<file path="config.mk">
export PLATFORM = sky130hd
export DESIGN_NAME = fpu_mul_sched
export DESIGN_NICKNAME = d
export VERILOG_FILES = /design/src/rtl/fpu_lib.sv /design/src/rtl/fpu_rr_arbiter.sv /design/src/rtl/fpu_mul_sched.sv
export SDC_FILE = /design/constraint.sdc
export NUM_CORES = 1
export LEC_CHECK = 0
export BUFFER_PORTS_ARGS = -buffer_cell sky130_fd_sc_hd__buf_2
export CORE_ASPECT_RATIO = 0.75
export CORE_MARGIN = 2
export CORE_UTILIZATION = 35
export CTS_CLUSTER_DIAMETER = 120
export CTS_CLUSTER_SIZE = 40
export DETAILED_ROUTE_END_ITERATION = 8
export PLACE_DENSITY = 0.7
export SYNTH_ARGS = -nofsm -noshare
export SYNTH_HDL_FRONTEND = slang
export SYNTH_SLANG_ARGS = --single-unit
</file>
<file path="constraint.sdc">
create_clock -name clock -period 1.9 [get_ports clock]
set_input_delay 0.285 -clock clock [delete_from_list [all_inputs] [get_ports clock]]
set_output_delay 0.285 -clock clock [all_outputs]
set_load 0.02 [all_outputs]
</file>
<file path="src/rtl/fpu_lib.sv">
// fpu_lib: shared fp16 types plus the state encoding of the multiplier scheduler.
package fpu_lib;
   typedef logic [15:0] fp16_t;
   typedef struct packed {
      logic z;
      logic c;
      logic n;
      logic v;
   } condCode_t;
   typedef enum logic [1:0] {SCHED_IDLE, SCHED_ISSUE, SCHED_BUSY, SCHED_RESP} mulSchedState_t;
   localparam fp16_t FP16_QNAN = 16'h7E00;
endpackage

</file>
<file path="src/rtl/fpu_rr_arbiter.sv">
// fpu_rr_arbiter: combinational round-robin pick of the first request at or after i_ptr.
module fpu_rr_arbiter #(
   parameter int NUM_REQ = 4,
   localparam int ID_W = $clog2(NUM_REQ)
) (
   input  logic [NUM_REQ-1:0] i_req,
   input  logic [ID_W-1:0]    i_ptr,
   output logic [NUM_REQ-1:0] o_grant,
   output logic [ID_W-1:0]    o_idx,
   output logic               o_any
);
   // Walk offsets from farthest to nearest so the nearest requester wins.
   always_comb begin
      o_idx = '0;
      o_any = 1'b0;
      for (int k = NUM_REQ - 1; k >= 0; k--) begin
         if (i_req[(int'(i_ptr) + k) % NUM_REQ]) begin
            o_idx = ID_W'((int'(i_ptr) + k) % NUM_REQ);
            o_any = 1'b1;
         end
      end
      o_grant = o_any ? NUM_REQ'(1) << o_idx : '0;
   end
endmodule

</file>
<file path="src/rtl/fpu_mul_sched.sv">
// fpu_mul_sched: shares one fpuMul16 unit between NUM_REQ requesters, round-robin.
// Define MUL_TIMEOUT_EN to add a BUSY watchdog that answers qNaN with rsp_err set.
module fpu_mul_sched
   import fpu_lib::*;
#(
   parameter int NUM_REQ = 4,
   parameter int ID_W = $clog2(NUM_REQ)
`ifdef MUL_TIMEOUT_EN
   , parameter int TIMEOUT_CYCLES = 64
`endif
) (
   input  logic                 clock,
   input  logic                 reset,
   input  logic [NUM_REQ-1:0]   req_valid,
   output logic [NUM_REQ-1:0]   req_ready,
   input  logic [NUM_REQ*16-1:0] req_in1,
   input  logic [NUM_REQ*16-1:0] req_in2,
   output logic                 rsp_valid,
   input  logic                 rsp_ready,
   output logic [ID_W-1:0]      rsp_id,
   output logic [15:0]          rsp_data,
   output logic [3:0]           rsp_cc,
   output logic                 rsp_err,
   output logic [15:0]          mul_in1,
   output logic [15:0]          mul_in2,
   output logic                 mul_start,
   output logic                 mul_reset,
   input  logic                 mul_done,
   input  logic [15:0]          mul_out,
   input  logic [3:0]           mul_cc
);
   mulSchedState_t r_state;
   logic [ID_W-1:0] r_ptr, r_id, w_idx;
   logic [NUM_REQ-1:0] w_grant;
   logic w_any, w_timeout;
   fp16_t r_in1, r_in2, r_data;
   condCode_t r_cc;
   logic r_valid, r_start, r_mreset, r_err;

   fpu_rr_arbiter #(.NUM_REQ(NUM_REQ)) u_arb (
      .i_req(req_valid),
      .i_ptr(r_ptr),
      .o_grant(w_grant),
      .o_idx(w_idx),
      .o_any(w_any)
   );

   assign req_ready = (reset && r_state == SCHED_IDLE) ? w_grant : '0;

`ifdef MUL_TIMEOUT_EN
   localparam int CNT_W = $clog2(TIMEOUT_CYCLES + 1);
   logic [CNT_W-1:0] r_cnt;
   assign w_timeout = r_state == SCHED_BUSY && r_cnt == CNT_W'(TIMEOUT_CYCLES - 1);
   always_ff @(posedge clock or negedge reset) begin
      if (!reset) r_cnt <= '0;
      else if (r_state == SCHED_ISSUE) r_cnt <= '0;
      else if (r_state == SCHED_BUSY) r_cnt <= r_cnt + 1'b1;
   end
`else
   assign w_timeout = 1'b0;
`endif

   // The unit parks in MUL_DONE, so it is held in reset whenever no operation is in flight.
   always_ff @(posedge clock or negedge reset) begin
      if (!reset) begin
         r_state  <= SCHED_IDLE;
         r_ptr    <= '0;
         r_id     <= '0;
         r_in1    <= '0;
         r_in2    <= '0;
         r_data   <= '0;
         r_cc     <= '0;
         r_err    <= 1'b0;
         r_valid  <= 1'b0;
         r_start  <= 1'b0;
         r_mreset <= 1'b1;
      end else begin
         case (r_state)
            SCHED_IDLE: if (w_any) begin
               r_state  <= SCHED_ISSUE;
               r_in1    <= req_in1[16*w_idx +: 16];
               r_in2    <= req_in2[16*w_idx +: 16];
               r_id     <= w_idx;
               r_ptr    <= (w_idx == ID_W'(NUM_REQ - 1)) ? '0 : w_idx + 1'b1;
               r_start  <= 1'b1;
               r_mreset <= 1'b0;
            end
            SCHED_ISSUE: begin
               r_state <= SCHED_BUSY;
               r_start <= 1'b0;
            end
            SCHED_BUSY: if (mul_done || w_timeout) begin
               r_state  <= SCHED_RESP;
               r_valid  <= 1'b1;
               r_mreset <= 1'b1;
               r_data   <= mul_done ? mul_out : FP16_QNAN;
               r_cc     <= mul_done ? condCode_t'(mul_cc) : '0;
               r_err    <= !mul_done;
            end
            SCHED_RESP: if (rsp_ready) begin
               r_state <= SCHED_IDLE;
               r_valid <= 1'b0;
            end
            default: r_state <= SCHED_IDLE;
         endcase
      end
   end

   assign rsp_valid = r_valid;
   assign rsp_id    = r_id;
   assign rsp_data  = r_data;
   assign rsp_cc    = r_cc;
   assign rsp_err   = r_err;
   assign mul_in1   = r_in1;
   assign mul_in2   = r_in2;
   assign mul_start = r_start;
   assign mul_reset = r_mreset;
endmodule

</file>
Yosys cells after proc, flatten, opt, wreduce, memory -nomap -nowiden
Index checks and enable logic that the tools add are counted.
{ "word_totals": {"out_inout_bits": 62, "regBits": 62} }
{ "op_classes": {"n_shift": 3, "add_sub_neg": 4, "reduce_logical": 15, "order_cmp": 4, "n_bitwise": 3, "n_eq_ne": 7, "n_mux": 33} }
{ "ops": {"columns": ["operator", "n"], "rows": [
  ["$shiftx A64 B7 Y16", 2],
  ["$mux W2", 8],
  ["$mux W1", 15],
  ["$lt A3 B4 Y1 const B", 3],
  ["$reduce_and A3 Y1", 3],
  ["$bmux W1 S2", 4],
  ["$mux W4", 2],
  ["$pmux W2 S4", 1],
  ["$eq A2 B2 Y1 const B", 3],
  ["$pmux W1 S2", 3],
  ["$reduce_and A2 Y1", 3],
  ["$reduce_bool A2 Y1", 3],
  ["$reduce_or A2 Y1", 3],
  ["$add A2 B1 Y2 const B", 2],
  ["$add A2 B2 Y2 const B", 2],
  ["$ne A2 B2 Y1 const B", 2],
  ["$shl A1 B2 Y4 const A", 1],
  ["$and A1 B1 Y1 const A", 3],
  ["$lt A2 B3 Y1 const B", 1],
  ["$eq A2 B1 Y1 const B", 1],
  ["$logic_not A2 Y1", 1],
  ["$ne A2 B1 Y1 const B", 1],
  ["$logic_and A1 B1 Y1", 1],
  ["$logic_not A1 Y1", 1]
]} }

Depth between registers and ports, before layout
{ "logic_depth": {"word_depth": 13, "depth_mapped": 9} }

Hierarchy
From an unflattened synthesis, not the netlist that was laid out.
{ "hier_totals": {"cells_unflattened": 301, "area_unflattened_um2": 3628.5} }
{ "by_module_without_submodules": {"columns": ["mod", "instances", "cells_each", "area_per_inst_um2"], "rows": [
  ["fpu_mul_sched", 1, 272, 3445.8],
  ["fpu_rr_arbiter", 1, 29, 182.7]
]} }

Worst setup path after synthesis
No wires, ideal clock.
{ "synth_timing": {"path_kind": "register to output", "start": "register r_state[0]", "end": "output req_ready[0]", "stages_incl_launch_ff": 8, "t_arrival_ps": 1872, "path_buffers": 2, "slack_ps": -257, "t_required_ps": 1615, "path_cell_list": "dfrtp_1 -> inv_1 -> ha_1 -> nor2b_1 -> buf_2 -> buf_2 -> nand2_1 -> nor3_1"} }
{ "synth_between": {"elab_chain_cells": 3} }
{ "synth_lines": {"columns": ["item", "line_no", "source"], "rows": [
  ["start: declaration", "fpu_mul_sched.sv:32", "mulSchedState_t r_state;"],
  ["start signal: assignment", "fpu_mul_sched.sv:66", "r_state <= SCHED_IDLE;"],
  ["start signal: assignment", "fpu_mul_sched.sv:80", "r_state <= SCHED_ISSUE;"],
  ["start signal: assignment", "fpu_mul_sched.sv:89", "r_state <= SCHED_BUSY;"],
  ["$logic_not A2 Y1", "fpu_mul_sched.sv:48", "assign req_ready = (reset && r_state == SCHED_IDLE) ? w_grant : '0;"],
  ["$logic_and A1 B1 Y1", "fpu_mul_sched.sv:48", null],
  ["$mux W4", "fpu_mul_sched.sv:48", null],
  ["end: declaration", "fpu_mul_sched.sv:15", "output logic [NUM_REQ-1:0] req_ready,"]
]} }
No other way between the ends.

Worst setup path in the final report
{ "layout_timing": {"start": "register r_ptr[1]", "end": "output req_ready[2]"} }
{ "layout_between": {"elab_chain_cells": 11} }
{ "layout_lines": {"columns": ["item", "line_no", "source"], "rows": [
  ["start: declaration", "fpu_mul_sched.sv:33", "logic [ID_W-1:0] r_ptr, r_id, w_idx;"],
  ["start signal: assignment", "fpu_mul_sched.sv:84", "r_ptr <= (w_idx == ID_W'(NUM_REQ - 1)) ? '0 : w_idx + 1'b1;"],
  ["$add A2 B2 Y2", "fpu_rr_arbiter.sv:17, fpu_rr_arbiter.sv:18", null],
  ["$bmux W1 S2", "fpu_rr_arbiter.sv:17", "if (i_req[(int'(i_ptr) + k) % NUM_REQ]) begin"],
  ["$mux W1 (not written as such) (2 in series)", "fpu_rr_arbiter.sv:17", null],
  ["$mux W2 (4 in series)", "fpu_rr_arbiter.sv:17", null],
  ["$shl A1 B2 Y4", "fpu_rr_arbiter.sv:22", "o_grant = o_any ? NUM_REQ'(1) << o_idx : '0;"],
  ["$mux W4 (*)", "fpu_rr_arbiter.sv:22", null],
  ["$mux W4 (*)", "fpu_mul_sched.sv:48", null]
]} }
Every way passes the cells marked *; elsewhere a longest branch is shown, timed or not. The select of a mux whose other input is x is not followed.

==> metrics.md <==
| Metric | Value |
|---|---|
| Status | complete, but fails checks |
| Failing checks | setup timing |
| VDD IR-drop max | 622 uV |
| Fill cells | 904 |
| First-pass GRT wire length | approximately 17 mm |
| Hold worst-path end | rsp_cc[2]$_DFFE_PN0P_ |
| I/O Pins | approximately 220 |
| Met2 Track Usage GR | 0.351 |
| Multi-input logic area | ~2000 um^2 |
| Num CTS Buffers | 9 |
| Hold path start | mul_cc[2] |
| Static leakage | 2.70 nW |
| Clock-pin transition on the worst setup and hold timing paths | roughly 0.05 ns |
| Register area share after synthesis | 0.431 |
| CP max-delay cell | dfrtp_2 |
| Post-Synth XOR/XNOR Area | 0 |
| Worst EP required | between 1.5 and 2 ns |
| Drt drc | 0 |
| Sequential share of power | 0.264 |
| Met1 Use GR | 0.240 |
| Yosys reg bits | a little over 60 |
| Setup CP Type | reg2out |
| Post-synth top flop | dfrtp_1 |
| Max-cap violation count | 0 |
| DR pass1 iterations | 4 |
| Clock tree buffer depth | 2 |
| PnR Total Power | between 0.008 and 0.009 W |
| Critical R2R Launch | r_state[0]$_DFFE_PN0P_ |
| Netlist cell types | 33 |
| Instance count on the critical path | 7 |
| Post-Syn Area | around 3600 um^2 |
| # port buffers | about 220 |
| Maximum achievable frequency | ~490 MHz |
| Min-Delay Path Class | in2reg |
| Total area of sequential cells | about 1600 um^2 |
| Reg2reg setup slack | roughly 0.03 ns |
| Row cnt | 32 |
| Largest family of logic cells by synthesized area | compound AO/OA/AOI/OAI gates |
| Synth Area in Adders | 0.0243 |
| Busiest metal layer after global routing | met2 |
| Worst-margin pin slew | ~0.43 ns |
| CTS tree | yes |
| Root Buffer | clkbuf_16 |
| WL/cell | approximately 16 um |
| Largest net degree at the start of global routing | 35 |
| R2r worst-path depth | 9 |
| Mean Syn Cell Area | roughly 11 um^2 |
| Worst path max stage delay | ~0.44 ns |
| Initial Util | 0.355 |
| Synth Instances | ~330 |
| Mux cell area share after synthesis | 0.154 |
| CP delay by family, top | flip-flops |
| Vias/cell | around 5.0 |
| Setup Skew | about 0.0047 ns |
| Unrepaired setup endpoints after global routing | true |
| Synth warn | 0 |
| Tot GR Track Use | 0.198 |
| Detailed Route Iter0 Violations | between 100 and 150 |
| Ant. Diodes | 0 |
| Die W | 121 um |
| FFs w/ async S/R, synth | 1.00 |
| Crit. End Element | output port |
| Nets@finish | 723 |
| Initial antenna violation count | 0 |
| Fraction of layout cells with a size suffix above 1 | 0.605 |
| Max_slew headroom | 0.711 |
| Clock power share | 0.179 |
| Pwr/cell area | roughly 1600 nW/um^2 |
| Placed cells | 672 |
| H-tree levels | 3 |
| Vias in the first global route | 3607 |
| Critical Path AT | 1.74 ns |
| Setup ws final | -0.127 ns |
| Internal | a little over 0.005 W |
| DP HPWL | 8.18 mm |
| Core region area | ~10000 um^2 |
| Sw Pwr | between 0.003 and 0.004 W |
| Total grt overflow | 0 |
| Final setup violation count | 4 |
| GP Congestion | slightly below 0.8 |
| Post-synthesis simple-gate area fraction | 0.131 |
| CP Max Fanout | 6 |
| Hold path depth | 2 |
| Proportion of power drawn by combinational gates | 0.557 |
| Crit Reg-Reg Endpoint | mul_in2[11]$_DFFE_PN0P_ |
| Die height | about 92 um |
| Period utilization | 1.07 |
| Cell Count, Final, Fillers Out | 700 |
| Sw Ratio | 0.418 |
| Max-slew violations | 0 |
| Clock sinks | between 60 and 70 |
| Crit-path cells | mux2i_1, a21oi_2, and2_4, inv_8, ha_4, and3_4, buf_6 |
| CP startpoint kind | flop |
| Die Footprint | between 10000 and 15000 um^2 |
| Hold Violations, Final | 0 |
| Post-synth EDFFs | 0 |
| Via count | ~3500 |
| Post-route ant nets | 0 |
| Worst-Skew Late Latency | 0.32 ns |
| DRT Wirelength | ~11 mm |
| Crit path buf inv count | 2 |
| Area Growth Syn to Fin | 54.4% |
| Compound-Gate Fraction of Synth Area | 0.204 |
| M3 GR Usage | 0.0516 |
| Post-Syn Nets | about 500 |
| Period minus WS final | 2.03 ns |
==> placed cells by master, fill, tap and decap left out, types with 2 or more instances in the layout <==
master     synthesis  final
buf_2              8    213
a21oi_1            7      7
a211oi_1          35     26
buf_12             1      6
clkinv_2           0      2
inv_2              0      2
clkbuf_16          0     12
ha_1               7      5
buf_4              2     19
mux2i_2            0      3
a211oi_2          29     33
nand2_1           13     12
a211oi_4           0      5
mux2_2            20     20
nor2_1            36     35
o21ai_0            4      4
mux2i_1           33     30
buf_6              2      5
dfrtp_1           61     60
nand2b_1           3      3
nor3_4             0      2
and3_1            35     34
==> logic make-up after synthesis <==
group           Yosys count
simple gates             94
compound gates           81
flops                    62
mux                      53
buf+inv                  30
fa+ha+maj                 7
==> state kept, by name, summed over array words and instances, names as in the netlist <==
register	flops
rsp_data	16
r_state	2
rsp_err	1
rsp_cc	4
mul_in1	16
mul_start	1
r_ptr	2
rsp_id	2
mul_reset	1
rsp_valid	1
mul_in2	16
==> per-layer routing <==
metal	vias to the layer above	part of all wire
met1	1694	0.43
met5	-	0
met2	122	0.51
li1	1678	-
met4	0	0.0097
met3	10	0.053
==> final cells by class <==
cell class	count	share of cell area
Clock inverter	4	0.00855
Timing Repair Buffer	248	0.269
Sequential cell	62	0.280
Multi-Input combinational cell	235	0.364
Tap cell	136	0.0306
Clock buffer	11	0.0437
Inverter	4	0.00405
==> what timing repair did <==
action                                  in CTS  in global routing
resized for setup                           20                 17
endpoints found under the hold margin        2                  0
pin swaps                                    3                  8
endpoints found under the setup margin       4                 36
hold buffers                                 1                  0
gates cloned                                 0                  3
buffers inserted                             5                  4
==> synth_stat cells (all sizes together) (2+ instances only) <==
cell | number | area [um^2]
a211oi | 64 | 626
dfrtp | 61 | 1530
nor2 | 36 | 135
and3 | 35 | 219
mux2i | 33 | 330
mux2 | 20 | 225
buf | 16 | 143
nand2 | 13 | 48.8
clkbuf | 10 | 37.5
a21oi | 8 | 43.8
ha | 7 | 87.6
o21ai | 5 | 25.0
inv | 4 | 17.5
nand2b | 3 | 18.8
and2 | 2 | 15.0
nor3 | 2 | 10.0
==> how the worst max path moves through the flow <==
stage,slack (ns),startpoint,endpoint
4_1_cts,-0.16,r_ptr[1]$_DFFE_PN0P_,req_ready[2]
2_1_floorplan,-0.04,r_ptr[1]$_DFFE_PN0P_,req_ready[2]
3_3_place_gp,0.11,r_state[0]$_DFFE_PN0P_,req_ready[0]
6_report,-0.13,r_ptr[1]$_DFFE_PN0P_,req_ready[2]
3_5_place_dp,0.03,r_ptr[1]$_DFFE_PN0P_,mul_in1[5]$_DFFE_PN0P_
5_1_grt,-0.21,r_ptr[1]$_DFFE_PN0P_,req_ready[3]
==> metrics by stage <==
| stage | instance area (um^2) | setup TNS, ns | hold slack (ns) | util | worst slack, ns |
|---|---|---|---|---|---|
| 2_1_floorplan | 3650 | -0.0753 | -0.0106 | - | -0.0412 |
| 3_3_place_gp | 4960 | 0 | 0.115 | 0.490 | 0.110 |
| 3_5_place_dp | 4960 | 0 | 0.124 | 0.490 | 0.0312 |
| 4_1_cts | 5360 | -0.503 | 0.180 | 0.529 | -0.164 |
| 5_1_grt | 5560 | -1.88 | 0.180 | 0.549 | -0.213 |
| 6_report | 5560 | -0.353 | 0.194 | 0.549 | -0.127 |
==> power by group through the flow <==
stage	registers (W)	logic [W]	clock network, W
floorplan	0.00308	0.00230	0
global placement	0.00233	0.00439	0
detailed placement	0.00236	0.00450	0
CTS	0.00236	0.00466	0.00165
global route	0.00243	0.00535	0.00171
finish	0.00235	0.00497	0.00160
Note: power is estimated with default switching activity, not from simulation.
